===== src/rtl/usr_pkg.sv =====
// Shared definitions for the universal shift register: operation codes and FSM states.
package usr_pkg;

  typedef enum logic [2:0] {
    OP_HOLD  = 3'd0,
    OP_LOAD  = 3'd1,
    OP_SHL   = 3'd2,
    OP_SHR   = 3'd3,
    OP_ROL   = 3'd4,
    OP_ROR   = 3'd5,
    OP_ASR   = 3'd6,
    OP_CLEAR = 3'd7
  } op_e;

  typedef enum logic {
    ST_IDLE  = 1'b0,
    ST_SHIFT = 1'b1
  } state_e;

  function automatic logic is_shift_op(op_e o);
    return (o != OP_HOLD) && (o != OP_LOAD) && (o != OP_CLEAR);
  endfunction

endpackage


===== src/rtl/usr_step.sv =====
// Combinational single-bit shift/rotate step; non-shift ops pass q through.
module usr_step
  import usr_pkg::*;
#(
  parameter int unsigned WIDTH = 8
) (
  input  logic [WIDTH-1:0] q,
  input  op_e              op,
  input  logic             ser_in,
  output logic [WIDTH-1:0] q_next,
  output logic             bit_out
);

  always_comb begin
    q_next  = q;
    bit_out = 1'b0;
    case (op)
      OP_SHL: begin
        q_next  = {q[WIDTH-2:0], ser_in};
        bit_out = q[WIDTH-1];
      end
      OP_SHR: begin
        q_next  = {ser_in, q[WIDTH-1:1]};
        bit_out = q[0];
      end
      OP_ROL: begin
        q_next  = {q[WIDTH-2:0], q[WIDTH-1]};
        bit_out = q[WIDTH-1];
      end
      OP_ROR: begin
        q_next  = {q[0], q[WIDTH-1:1]};
        bit_out = q[0];
      end
      OP_ASR: begin
        q_next  = {q[WIDTH-1], q[WIDTH-1:1]};
        bit_out = q[0];
      end
      default: begin
        q_next  = q;
        bit_out = 1'b0;
      end
    endcase
  end

endmodule


===== src/rtl/universal_shift_register.sv =====
// Register with load/clear and N-step shift/rotate under a start/busy/done handshake.
module universal_shift_register
  import usr_pkg::*;
#(
  parameter int unsigned WIDTH = 8,
  parameter int unsigned CNT_W = $clog2(WIDTH + 1)
) (
  input  logic             clk,
  input  logic             reset,
  input  logic             start,
  input  logic [2:0]       op,
  input  logic [CNT_W-1:0] amount,
  input  logic [WIDTH-1:0] d,
  input  logic             ser_in,
  output logic [WIDTH-1:0] q,
  output logic             shift_out,
  output logic             busy,
  output logic             done
);

  state_e           state, state_n;
  op_e              op_r, op_n;
  logic [CNT_W-1:0] cnt, cnt_n;
  logic [WIDTH-1:0] q_n;
  logic             so_n;
  logic             done_n;
  op_e              op_in;
  op_e              step_op;
  logic [WIDTH-1:0] step_q;
  logic             step_bit;

  assign op_in = op_e'(op);
  // The first step runs on the acceptance edge, so the step unit sees the live op while idle.
  assign step_op = (state == ST_SHIFT) ? op_r : op_in;

  usr_step #(.WIDTH(WIDTH)) u_step (
    .q      (q),
    .op     (step_op),
    .ser_in (ser_in),
    .q_next (step_q),
    .bit_out(step_bit)
  );

  always_comb begin
    state_n = state;
    op_n    = op_r;
    cnt_n   = cnt;
    q_n     = q;
    so_n    = shift_out;
    done_n  = 1'b0;
    case (state)
      ST_IDLE: begin
        if (start) begin
          op_n = op_in;
          if (op_in == OP_LOAD) begin
            q_n    = d;
            done_n = 1'b1;
          end else if (op_in == OP_CLEAR) begin
            q_n    = '0;
            done_n = 1'b1;
          end else if (!is_shift_op(op_in) || amount == '0) begin
            done_n = 1'b1;
          end else begin
            q_n  = step_q;
            so_n = step_bit;
            if (amount == CNT_W'(1)) begin
              done_n = 1'b1;
            end else begin
              cnt_n   = amount - CNT_W'(1);
              state_n = ST_SHIFT;
            end
          end
        end
      end
      ST_SHIFT: begin
        q_n   = step_q;
        so_n  = step_bit;
        cnt_n = cnt - CNT_W'(1);
        if (cnt == CNT_W'(1)) begin
          done_n  = 1'b1;
          state_n = ST_IDLE;
        end
      end
      default: state_n = ST_IDLE;
    endcase
  end

  always_ff @(posedge clk or negedge reset) begin
    if (!reset) begin
      state     <= ST_IDLE;
      op_r      <= OP_HOLD;
      cnt       <= '0;
      q         <= '0;
      shift_out <= 1'b0;
      done      <= 1'b0;
    end else begin
      state     <= state_n;
      op_r      <= op_n;
      cnt       <= cnt_n;
      q         <= q_n;
      shift_out <= so_n;
      done      <= done_n;
    end
  end

  assign busy = (state == ST_SHIFT);

endmodule

===== config.mk =====
export PLATFORM = sky130hd
export DESIGN_NAME = universal_shift_register
export DESIGN_NICKNAME = d
export VERILOG_FILES = /design/src/rtl/usr_pkg.sv /design/src/rtl/usr_step.sv /design/src/rtl/universal_shift_register.sv
export SDC_FILE = /design/constraint.sdc
export NUM_CORES = 1
export LEC_CHECK = 0
export BUFFER_PORTS_ARGS = -buffer_cell sky130_fd_sc_hd__buf_2
export CAP_MARGIN = 20
export CORE_ASPECT_RATIO = 0.75
export CORE_MARGIN = 4
export CORE_UTILIZATION = 49
export DETAILED_ROUTE_END_ITERATION = 10
export PLACE_DENSITY_LB_ADDON = 0.12
export RECOVER_POWER = 100
export SYNTH_ARGS = -nofsm -noshare
export SYNTH_HDL_FRONTEND = slang
export SYNTH_SLANG_ARGS = --single-unit

===== constraint.sdc =====
create_clock -name clk -period 1.9 [get_ports clk]
set_input_delay 0.095 -clock clk [delete_from_list [all_inputs] [get_ports clk]]
set_output_delay 0.095 -clock clk [all_outputs]
set_load 0.01 [all_outputs]

# [Word-level counts from Yosys, hierarchy flattened]
# Cells that the tools add are included.
[word_totals] register_bits=18 inputBits=19 elab_cells=71
[classes] n_addsub=2 n_eq_ne=17 n_mux=33 bitwise_logic=1 reduce_logical=12
[op_table] operator="$pmux 8 s5" count=1
[op_table] operator="$mux 8" count=4
[op_table] operator="$mux 4" count=5
[op_table] operator="$mux 1" count=16
[op_table] operator="$pmux 8 s2" count=1
[op_table] operator="$eq 3x3->1 const B" count=4
[op_table] operator="$ne 2x2->1 const B" count=5
[op_table] operator="$eq 4x1->1 const B" count=2
[op_table] operator="$pmux 1 s2" count=4
[op_table] operator="$pmux 4 s2" count=1
[op_table] operator="$sub 4x1->4 const B" count=2
[op_table] operator="$eq 3x2->1 const B" count=2
[op_table] operator="$reduce_and 5->1" count=1
[op_table] operator="$logic_not 4->1" count=1
[op_table] operator="$ne 4x4->1 const B" count=1
[op_table] operator="$reduce_and 2->1" count=2
[op_table] operator="$reduce_and 4->1" count=1
[op_table] operator="$eq 3x1->1 const B" count=1
[op_table] operator="$mux 3" count=1
[op_table] operator="$ne 3x1->1 const B" count=1
[op_table] operator="$ne 3x3->1 const B" count=1
[op_table] operator="$reduce_bool 3->1" count=1
[op_table] operator="$reduce_or 3->1" count=1
[op_table] operator="$logic_and 1x1->1" count=2
[op_table] operator="other kinds (4)" count=4

# [Longest topological paths before layout]
# Gate-level depths: netlist of run 1.
[logic_depth] ltp_word=10 ltp_mapped=8

# [Cells and area by module]
# A second synthesis of run 1 with hierarchy kept.
[unflattened] cells_unflattened=166 area_unflattened_um2=1521.5
[by_module_without_submodules] mod="universal_shift_register" instances=1 cells_each=118 area_per_inst_um2=1158.6
[by_module_without_submodules] mod="usr_step" instances=1 cells_each=48 area_per_inst_um2=362.8

# [Worst setup path after synthesis of run 1]
# OpenSTA, ideal clock, no wires.
[synth_timing] path_type="register to register" start="register state (netlist: busy)" end="register q[2]" setup_time_ps=127 arrival_ps=1425 required_time_ps=1773 slack_ps=348 stages_incl_launch_ff=7 path_buffers=1 path_cell_list="dfrtp_1 -> nand2b_1 -> a21boi_1 -> and2_1 -> buf_4 -> a222oi_1 -> o21ai_1"
[synth_via] elab_chain_cells=8 word_cells_on_any_way=16
[synth_lines] element="from (decl)" line="universal_shift_register.sv:21" text="state_e state, state_n;"
[synth_lines] element="from (signal assigned)" line="universal_shift_register.sv:97" text="state <= state_n;"
[synth_lines] element="$mux 3" line="universal_shift_register.sv:34" text="assign step_op = (state == ST_SHIFT) ? op_r : op_in;"
[synth_lines] element="$eq 3x3->1 / $eq 3x2->1 (equally long branches)" line="usr_step.sv:17" text="case (op)"
[synth_lines] element="$pmux 8 s5" line="usr_step.sv:17"
[synth_lines] element="$mux 8" line="universal_shift_register.sv:61" text="end else if (!is_shift_op(op_in) || amount == '0) begin"
[synth_lines] element="$mux 8" line="universal_shift_register.sv:58" text="end else if (op_in == OP_CLEAR) begin"
[synth_lines] element="$mux 8" line="universal_shift_register.sv:55" text="if (op_in == OP_LOAD) begin"
[synth_lines] element="$mux 8" line="universal_shift_register.sv:53" text="if (start) begin"
[synth_lines] element="$pmux 8 s2" line="universal_shift_register.sv:51" text="case (state)"
[synth_lines] element="to (signal assigned)" line="universal_shift_register.sv:100" text="q <= q_n;"
[synth_lines] element="to (decl)" line="universal_shift_register.sv:15" text="output logic [WIDTH-1:0] q,"
# Several ways; a longest one is shown, not always the timed one. The select of a mux whose other input is x is not followed.
# A chain may end at the register's enable or synchronous reset.

# [Worst setup path after layout of run 1]
[layout_timing] start="register state (netlist: busy)" end="register shift_out"
[layout_via] elab_chain_cells=9 word_cells_on_any_way=20
[layout_lines] element="$mux 3" line="universal_shift_register.sv:34"
[layout_lines] element="$eq 3x2->1 / $eq 3x3->1 (equally long branches)" line="usr_step.sv:17"
[layout_lines] element="$reduce_or 3->1 (no source line) / $reduce_or 2->1 (equally long branches)"
[layout_lines] element="$pmux 1 s2" line="usr_step.sv:17"
[layout_lines] element="$mux 1" line="universal_shift_register.sv:61"
[layout_lines] element="$mux 1" line="universal_shift_register.sv:58"
[layout_lines] element="$mux 1" line="universal_shift_register.sv:55"
[layout_lines] element="$mux 1" line="universal_shift_register.sv:53"
[layout_lines] element="$pmux 1 s2" line="universal_shift_register.sv:51"
[layout_lines] element="to (signal assigned)" line="universal_shift_register.sv:101" text="shift_out <= so_n;"
[layout_lines] element="to (decl)" line="universal_shift_register.sv:16" text="output logic shift_out,"
# Several ways; a longest one is shown, not always the timed one. The select of a mux whose other input is x is not followed.

==> metrics.txt, run 1 <==
TritonCTS clock tree done; crit path max fanout 12; Final Critical Period 1.728 ns; area leader, netlist dfrtp_1; Detail Placement HPWL 2.174 mm; Clock transition at path regs 0.11 ns; synthesized instance count 132; row count 15; chip width 64.84 um; Area contributors post-synth dfrtp_1 (38%), nand2_1 (7.0%), a222oi_1 (5.9%), ha_1 (4.2%), o21ai_1 (3.8%); DR vias/cell 5.652; Synth Warn # 0; chip height a little over 50 um; flop-to-flop setup slack roughly 0.17 ns; antenna viol nets, final 0; post-synthesis sequential area ratio a little under two fifths; Max Freq between 500 and 600 MHz; Yosys top cell area share 37.93%; CP Class reg2reg; Post-synth EDFFs 0; Num CTS Buffers 3; WP data arrival roughly 2 ns; Synth Flop Type dfrtp_1; Finished Layout Cells 198; die area roughly 3300 sq um; final setup fails 0; Pre-antenna DRT Iters 6; Max clock buf depth 2; crit-path cells nand2b_1, a21boi_1, and2_1, a22oi_1, o31ai_2; measured slew at the worst slew-check pin a little under 1 ns; RSZ-0062 raised after global routing false; Mapped Area about 1200 sq um; Starting Density 51.44%; Cells after DPL 193; GRT Overall Usage between 10% and 20%; total congestion overflow 0; setup_tns 0 ns; CP required between 2 and 2.5 ns; register area around 450 sq um; Nets between 150 and 200; Synth cell types 38; Sink Count 18; via count ~1100; global-route wire length before repair 4.961 mm; Mean Syn Cell Area between 8 and 9 sq um; vias in the first global route 1080; startpoint types flip-flop; Mapped Nets approximately 160; async set or reset register ratio after synthesis 100.0%; Peak VDD IR a little over 0.0009 V; CTS root buffer clkbuf_4; Multi-input gate area 681.9 sq um; WL final roughly 2.9 mm; clk_lat worst skew around 0.30 ns; Finished Core Util approximately 60%; flops & latches, synth 18; outcome completed; HP Class in2reg; Starting DRT DRC Count approximately 130; DRC viols 0; Final Hold Vio Count 0; part of the cycle the worst path needs between 90% and 100%; Area growth, synth to finish 17.39%; Buffers on Ports 29; Final Max Tran Viols 0; largest net degree at the start of global routing 19; CTS H-tree depth 1; worst hold slack between 0.07 and 0.08 ns; slowest stage cell, crit path dfrtp_2; n_diodes 0; Routability Congestion 0.8095; largest delay contributor family on the critical path compound AO/OA/AOI/OAI gates; Layout fillers around 220; initial antenna violation count 0; worst slew margin relative to its limit 34.68%; layout cells sized above 1 a little under a fifth; CP max stage delay approximately 0.5 ns; max_cap viols 0; I/O Pins 30; LEAKAGE roughly 0.64 nW; pwr dens between 1000 and 1500 nW/um^2; average routed wire per standard cell 14.65 um; core area 2308 sq um; Max Clock Skew 0.003064 ns; worst path bufs/invs 0; CP Capture Type flip-flop
synthesized netlist by cell type (3+ instances only):
library cell  count
a21oi_1           7
a222oi_1          7
buf_2             3
dfrtp_1          18
ha_1              4
inv_1             4
nand2_1          22
nand2b_1          3
nand3_1           3
nor2_1            8
o21ai_0           5
o21ai_1           9
xnor2_1           4
registers in the layout, indices dropped and copies added (netlist names):
signal,count
shift_out,1
cnt,4
q,8
op_r,3
done,1
busy,1
cell families (layout without fill, tap and decap cells):
logic type | after synthesis | count (layout) | synth area share, %
AND/OR/NAND/NOR | 47 | 47 | 18.76
AO/OA/AOI/OAI | 43 | 43 | 26.24
flip-flops | 18 | 18 | 37.93
buffers and inverters | 10 | 42 | 4.108
XOR/XNOR | 7 | 7 | 5.796
adder cells (fa/ha/maj) | 4 | 4 | 4.215
multiplexers | 3 | 3 | 2.950
final timing paths:
kind	start	endpoint	cells after the start
min reg2reg	cnt[0]	cnt[0]	1
max reg2reg	busy	shift_out	5
max in group asynchronous	reset	busy	2
min	d[0]	q[0]	3
min in group asynchronous	reset	shift_out	2
max	busy	shift_out	5
layout by cell type (no fill, tap or decap), types with 7 or more instances in the layout:
cell type / count
o21ai_0: 10
nand2_1: 22
clkbuf_1: 13
a222oi_1: 7
dfrtp_1: 17
buf_2: 17
nor2_1: 8
a21oi_1: 7
area by class of cell:
cell class              count  area share, %
multi-input cells         104          48.92
repair buffers             34          11.94
flip-flops and latches     18          32.41
clock buffers               4          2.603
well taps                  34          3.052
inverters                   4          1.077
worst register-to-register path: cells and delay by family, from the launching register on:
family           cells  cell delay [ns]
flip-flops           1             0.50
AO/OA/AOI/OAI        3             0.64
AND/OR/NAND/NOR      2             0.50
report_power, final:
part | switching [mW] | internal (mW) | total, mW | leakage [nW]
registers | 0.229 | 0.561 | 0.789 | 0.224
clock network | 0.128 | 0.117 | 0.245 | 0.0210
logic | 0.583 | 0.466 | 1.05 | 0.391
per-layer routing:
metal	share of wire, %	GRT usage [%]	vias up
met4	0.65	4.912	0
met5	0	0	-
met3	7.7	5.593	2
li1	-	-	549
met1	45	26.60	532
met2	47	29.20	36
stage by stage:
stage	area, sq um	worst slack, ns	power, mW
floorplan	1187	0.3478	1.568
global placement	1371	0.1996	1.830
detailed placement	1371	0.1352	1.865
CTS	1418	0.1265	2.120
global route	1394	0.05489	2.252
finish	1394	0.1724	2.083
repair_timing:
item / 4_1_cts / 5_1_grt
hold buffers: 1 / 0
hold endpoints to repair: 18 / 0
resized for setup: 0 / 1
buffers inserted: 0 / 0
endpoints found under the setup margin: 0 / 1
No activity file was read; power rests on OpenSTA's default activity.
==> inputs of run 2 (changes only) <==
--- a/config.mk
+++ b/config.mk
@@ -9,7 +9,7 @@
 export CAP_MARGIN = 20
 export CORE_ASPECT_RATIO = 0.75
 export CORE_MARGIN = 4
-export CORE_UTILIZATION = 49
+export CORE_UTILIZATION = 40
 export DETAILED_ROUTE_END_ITERATION = 10
 export PLACE_DENSITY_LB_ADDON = 0.12
 export RECOVER_POWER = 100
==> run 2 against run 1 <==
  * Combinational power about the same
  * Count of clock-buffer cells in the layout unchanged
  * Highest routed layer is now met3
  * Clock power grew 29%
  * Sequential share of layout area fell by 0.72 points
  * Critical path depth unchanged
  * Non-clock buffer count is 1 higher
  * First-iteration DRC count shrank 45%
  * Sequential power increased by 1%
  * Register-to-register slack about the same
  * Total power is 5.0% higher
  * Worst hold slack improved by 0.057 ns
  * Largest power group unchanged
==> metrics.txt, run 2 (same netlist as run 1, synthesis figures left out) <==
Starting DRT DRC Count 71 (-45%); LEAKAGE 0.6501 nW (+2.2%); CTS root buffer clkbuf_8; measured slew at the worst slew-check pin 1.084 ns (+0.1040 ns); Nets 189 (+0.53%); Peak VDD IR 0.0005395 V (-42%); vias in the first global route 1021 (-5.5%); n_diodes 0 (unchanged); final worst slack 0.1627 ns (-0.009702 ns); Detail Placement HPWL 2.244 mm (+3.3%); CP Capture Type flip-flop; Clock transition at path regs 0.07 ns (-0.04 ns); clk_lat worst skew 0.25 ns (-0.05 ns); pwr dens 1539 nW/um^2 (+3.0%); dpl ws 0.1452 ns (+0.01005 ns); Max Freq 575.6 MHz (-0.56%); TritonCTS clock tree done; Largest register FFs 8 (unchanged); largest net degree at the start of global routing 19 (unchanged); Starting Density 43.61% (-7.8 points); max_cap viols 0 (unchanged); chip width 70.91 um (+9.4%); total congestion overflow 0 (unchanged); initial antenna violation count 0 (unchanged); Final Max Tran Viols 0 (unchanged); worst slew margin relative to its limit 27.75% (-6.9 points); DRC viols 0 (unchanged); Routability Congestion 0.7758 (-4.2%); setup_tns 0 ns (unchanged); die area 3913 sq um (+19%); Final Hold Vio Count 0 (unchanged); WL final 2.988 mm (+3.0%); switching share of power 43.97% (-1.2 points); final setup fails 0 (unchanged); commonest cells after routing, fill and taps aside nand2_1 (22), dfrtp_1 (18), buf_2 (17); slowest stage cell, crit path dfrtp_1; Max Clock Skew 0.004093 ns (+0.001029 ns); startpoint types flip-flop; CP Class reg2reg; Internal Power 1.226 mW (+7.2%); core area 2723 sq um (+18%); Total Power 2.187 mW (+5.0%); crit-path cells nand2b_1, a21boi_1, and2_1, a22oi_1, o31ai_2; Reg with most FFs q; chip height 55.19 um (+9.0%); average routed wire per standard cell 14.87 um (+1.5%); Final Critical Period 1.737 ns (+0.009702 ns); I/O Pins 30 (unchanged); part of the cycle the worst path needs 91.44% (+0.51 points); combinational power share 49.1% (-1.2 points); CP required 2.06 ns (-0.06 ns); Pre-antenna DRT Iters 4 (-2); Buffers on Ports 29 (unchanged); sequential power share 36.4% (-1.5 points); GRT Overall Usage 16.72% (-2.5 points); cts repair resizes 0 (unchanged); layout cells sized above 1 18.79% (-0.11 points); Sink Count 18 (unchanged); WP data arrival 1.90 ns (-0.05 ns); Largest regs q x8, cnt x4, op_r x3; largest delay contributor family on the critical path compound AO/OA/AOI/OAI gates; global-route wire length before repair 5.009 mm (+0.97%); CP max stage delay 0.56 ns (+0.06 ns); DR vias/cell 5.592 (-1.1%); Area growth, synth to finish 19.70%; via count 1124 (+0.45%); clock share of power 14.4% (+2.6 points); antenna viol nets, final 0 (unchanged); HP Class in2reg; Max clock buf depth 2 (unchanged); Layout fillers 287 (+29%); RSZ-0062 raised after global routing false; most common cell after layout, fill and taps aside nand2_1; crit path max fanout 11 (-1); worst path bufs/invs 0 (unchanged); sw power 961.7 uW (+2.3%); outcome completed; Num CTS Buffers 3 (unchanged); row count 16 (+1); CTS H-tree depth 1 (unchanged)
==> run 2: cell count changes in the layout (fill, tap and decap cells not counted) <==
cell      delta
buf_4        +1
clkbuf_4     -3
clkbuf_8     +3
dfrtp_1      +1
dfrtp_2      -1
o21ai_0      -4
o21ai_1      +4
==> run 2: routing by layer <==
layer | vias to the layer above | track usage, % | part of all wire (%)
met5 | - | 0 | 0
met4 | 0 | 1.875 | 0
met3 | 0 | 4.874 | 5.5
met2 | 38 | 25.85 | 43
met1 | 541 | 23.96 | 52
li1 | 545 | - | -
==> run 2: power groups by stage <==
stage	combinational, mW	clock, mW	sequential, mW
detailed placement	1.10	0	0.796
floorplan	0.823	0	0.745
global route	1.23	0.338	0.829
CTS	1.12	0.323	0.787
global placement	1.08	0	0.782
finish	1.07	0.316	0.797
==> run 2: final timing paths <==
path / from / endpoint / slack [ns] / cells after the start
worst min-delay path: d[5] / q[5] / 0.13 / 3
worst max-delay path: busy / shift_out / 0.16 / 5
worst min register to register: shift_out / shift_out / 0.53 / 2
worst max register to register: busy / shift_out / 0.16 / 5
max in group asynchronous: reset / q[0] / 0.70 / 2
min in group asynchronous: reset / cnt[2] / 0.56 / 2
==> run 2: final cells by class <==
cell class	instances	area [sq um]	area share (%)
flip-flops and latches	18	450.4	31.69
multi-input cells	104	681.9	47.98
repair buffers	35	173.9	12.24
clock buffers	4	55.05	3.873
inverters	4	15.01	1.056
well taps	36	45.04	3.169
==> run 2: per-stage QoR <==
| stage | std cells | hold WS, ns | area [sq um] | utilization, % |
|---|---|---|---|---|
| floorplan | 132 | -0.2006 | 1187 | - |
| global placement | 196 | 0.05863 | 1381 | 50.74 |
| detailed placement | 196 | 0.06384 | 1381 | 50.74 |
| CTS | 201 | 0.1272 | 1446 | 53.13 |
| global route | 201 | 0.1325 | 1421 | 52.21 |
| finish | 201 | 0.1315 | 1421 | 52.21 |
==> run 2: tightest hold or removal path: cells and delay by family <==
kind / cells / cell delay (ns)
buffers and inverters: 1 / 0.08
AO/OA/AOI/OAI: 2 / 0.17
==> run 2: what timing repair did <==
item	CTS	global route
endpoints found under the hold margin	18	0
buffers inserted	0	0
hold buffers	1	0
==> inputs of run 3 (changes only) <==
==> constraint.sdc (replaced) <==
create_clock -name clk -period 2 [get_ports clk]
set_input_delay 0.1 -clock clk [delete_from_list [all_inputs] [get_ports clk]]
set_output_delay 0.1 -clock clk [all_outputs]
set_load 0.01 [all_outputs]
==> run 3 against run 2 <==
  * Critical path depth stayed put
  * Largest cell class unchanged
  * Count of clock-buffer cells in the layout stayed put
  * Sequential share of layout area is 0.51 points higher
  * Cell area is 1.6% lower
  * Clock skew is 0.0023 ns lower
  * Worst setup slack better by 0.056 ns
  * Global-route usage is 1.6 points lower
  * Non-clock buffer count is 3 lower
  * Register-to-register slack better by 0.06 ns
  * Fmax is 2.5% lower
==> metrics.txt, run 3 (same netlist as run 1, synthesis figures left out) <==
Cells after DPL 193 (-1.5%); initial antenna violation count 0 (unchanged); CP Capture Type flip-flop; via count 1112 (-1.1%); DR vias/cell 5.616 (+0.43%); setup_tns 0 ns (unchanged); row count 16 (unchanged); Layout fillers 288 (+0.35%); WL final 2.856 mm (-4.4%); most common cell after layout, fill and taps aside nand2_1; DRC viols 0 (unchanged); Finished Core Util 51.38% (-0.83 points); Pre-antenna DRT Iters 4 (unchanged); GRT Overall Usage 15.15% (-1.6 points); commonest cells after routing, fill and taps aside nand2_1 (22), dfrtp_1 (18), buf_2 (17); CTS Hold Bufs 1 (unchanged); CP required 2.14 ns (+0.08 ns); measured slew at the worst slew-check pin 1.010 ns (-0.07329 ns); pwr dens 1440 nW/um^2 (-6.4%); Routability Congestion 0.7816 (+0.75%); Clock transition at path regs 0.07 ns (about the same); LEAKAGE 0.6349 nW (-2.3%); Nets 186 (-1.6%); Num CTS Buffers 3 (unchanged); Detail Placement HPWL 2.140 mm (-4.6%); I/O Pins 30 (unchanged); die area 3913 sq um (unchanged); antenna viol nets, final 0 (unchanged); Final Max Tran Viols 0 (unchanged); Peak VDD IR 0.0004600 V (-15%); WP data arrival 1.92 ns (+0.02 ns); core area 2723 sq um (unchanged); Largest regs q x8, cnt x4, op_r x3; clk_lat worst skew 0.26 ns (about the same); max_cap viols 0 (unchanged); layout cells sized above 1 17.28% (-1.5 points); TritonCTS clock tree done; Buffers on Ports 29 (unchanged); CTS root buffer clkbuf_8; Finished Layout Cells 198 (-1.5%); crit path max fanout 8 (-3); average routed wire per standard cell 14.42 um (-3.0%); Max clock buf depth 2 (unchanged); Final Critical Period 1.782 ns (+0.04430 ns); RSZ-0062 raised after global routing false; largest net degree at the start of global routing 19 (unchanged); worst hold slack 0.1195 ns (-0.01195 ns); Starting DRT DRC Count 71 (unchanged); Final Hold Vio Count 0 (unchanged); Sink Count 18 (unchanged); global-route wire length before repair 4.567 mm (-8.8%); CTS H-tree depth 1 (unchanged); part of the cycle the worst path needs 89.08% (-2.4 points); outcome completed; vias in the first global route 984 (-3.6%); buffer count from post-CTS setup fixing 0 (unchanged); Max Clock Skew 0.001797 ns (-0.002297 ns); worst slew margin relative to its limit 32.64% (+4.9 points); chip height 55.19 um (unchanged); Area growth, synth to finish 17.81%; Largest register FFs 8 (unchanged); Starting Density 43.61% (unchanged); n_diodes 0 (unchanged); total congestion overflow 0 (unchanged); cts repair resizes 0 (unchanged); HP Class in2reg; Reg with most FFs q; chip width 70.91 um (unchanged); Max Freq 561.3 MHz (-2.5%); final setup fails 0 (unchanged); CP Class reg2reg; startpoint types flip-flop
-- run 3: per-layer routing --
| metal | wire length, um | GRT usage [%] | vias up |
|---|---|---|---|
| met4 | 19 | 4.375 | 0 |
| met3 | 217 | 5.054 | 5 |
| met2 | 1228 | 22.92 | 43 |
| met5 | 0 | 0 | - |
| met1 | 1391 | 20.70 | 520 |
| li1 | - | - | 544 |
-- run 3: where the power goes --
group	internal [mW]	switching (mW)
Clock	0.175	0.133
Combinational	0.422	0.541
Sequential	0.532	0.212
Total	1.13	0.886
-- run 3: worst paths after layout --
kind	from	end	slack (ns)	depth (start not counted)
worst max-delay path	op_r[2]	q[0]	0.22	5
worst min-delay path	op[0]	op_r[0]	0.12	3
worst max register to register	op_r[2]	q[0]	0.22	5
worst min register to register	shift_out	shift_out	0.51	2
max in group asynchronous	reset	q[6]	0.86	2
min in group asynchronous	reset	shift_out	0.54	2
-- run 3: worst max-delay path, cell delays in order (launching register included) --
cell and delay [ns]:
dfrtp_1 0.48, xnor2_1 0.19, a21oi_1 0.08, mux2_1 0.43
a222oi_1 0.39, o21ai_1 0.09
-- run 3: stage by stage --
stage               setup WS [ns]  instance area, sq um  total power, mW
finish                     0.2184                  1399            2.015
global route              0.08346                  1399            2.198
CTS                        0.2804                  1424            2.078
detailed placement         0.2977                  1359            1.765
global placement           0.3219                  1359            1.743
floorplan                  0.4478                  1187            1.490
-- run 3: cell type report --
type                            count  area, sq um  share of cell area [%]
Tap cell                           36        45.04                   3.220
Clock buffer                        4        55.05                   3.936
Sequential cell                    18        450.4                   32.20
Inverter                            4        15.01                   1.073
Multi-Input combinational cell    104        678.2                   48.48
Timing Repair Buffer               32        155.1                   11.09
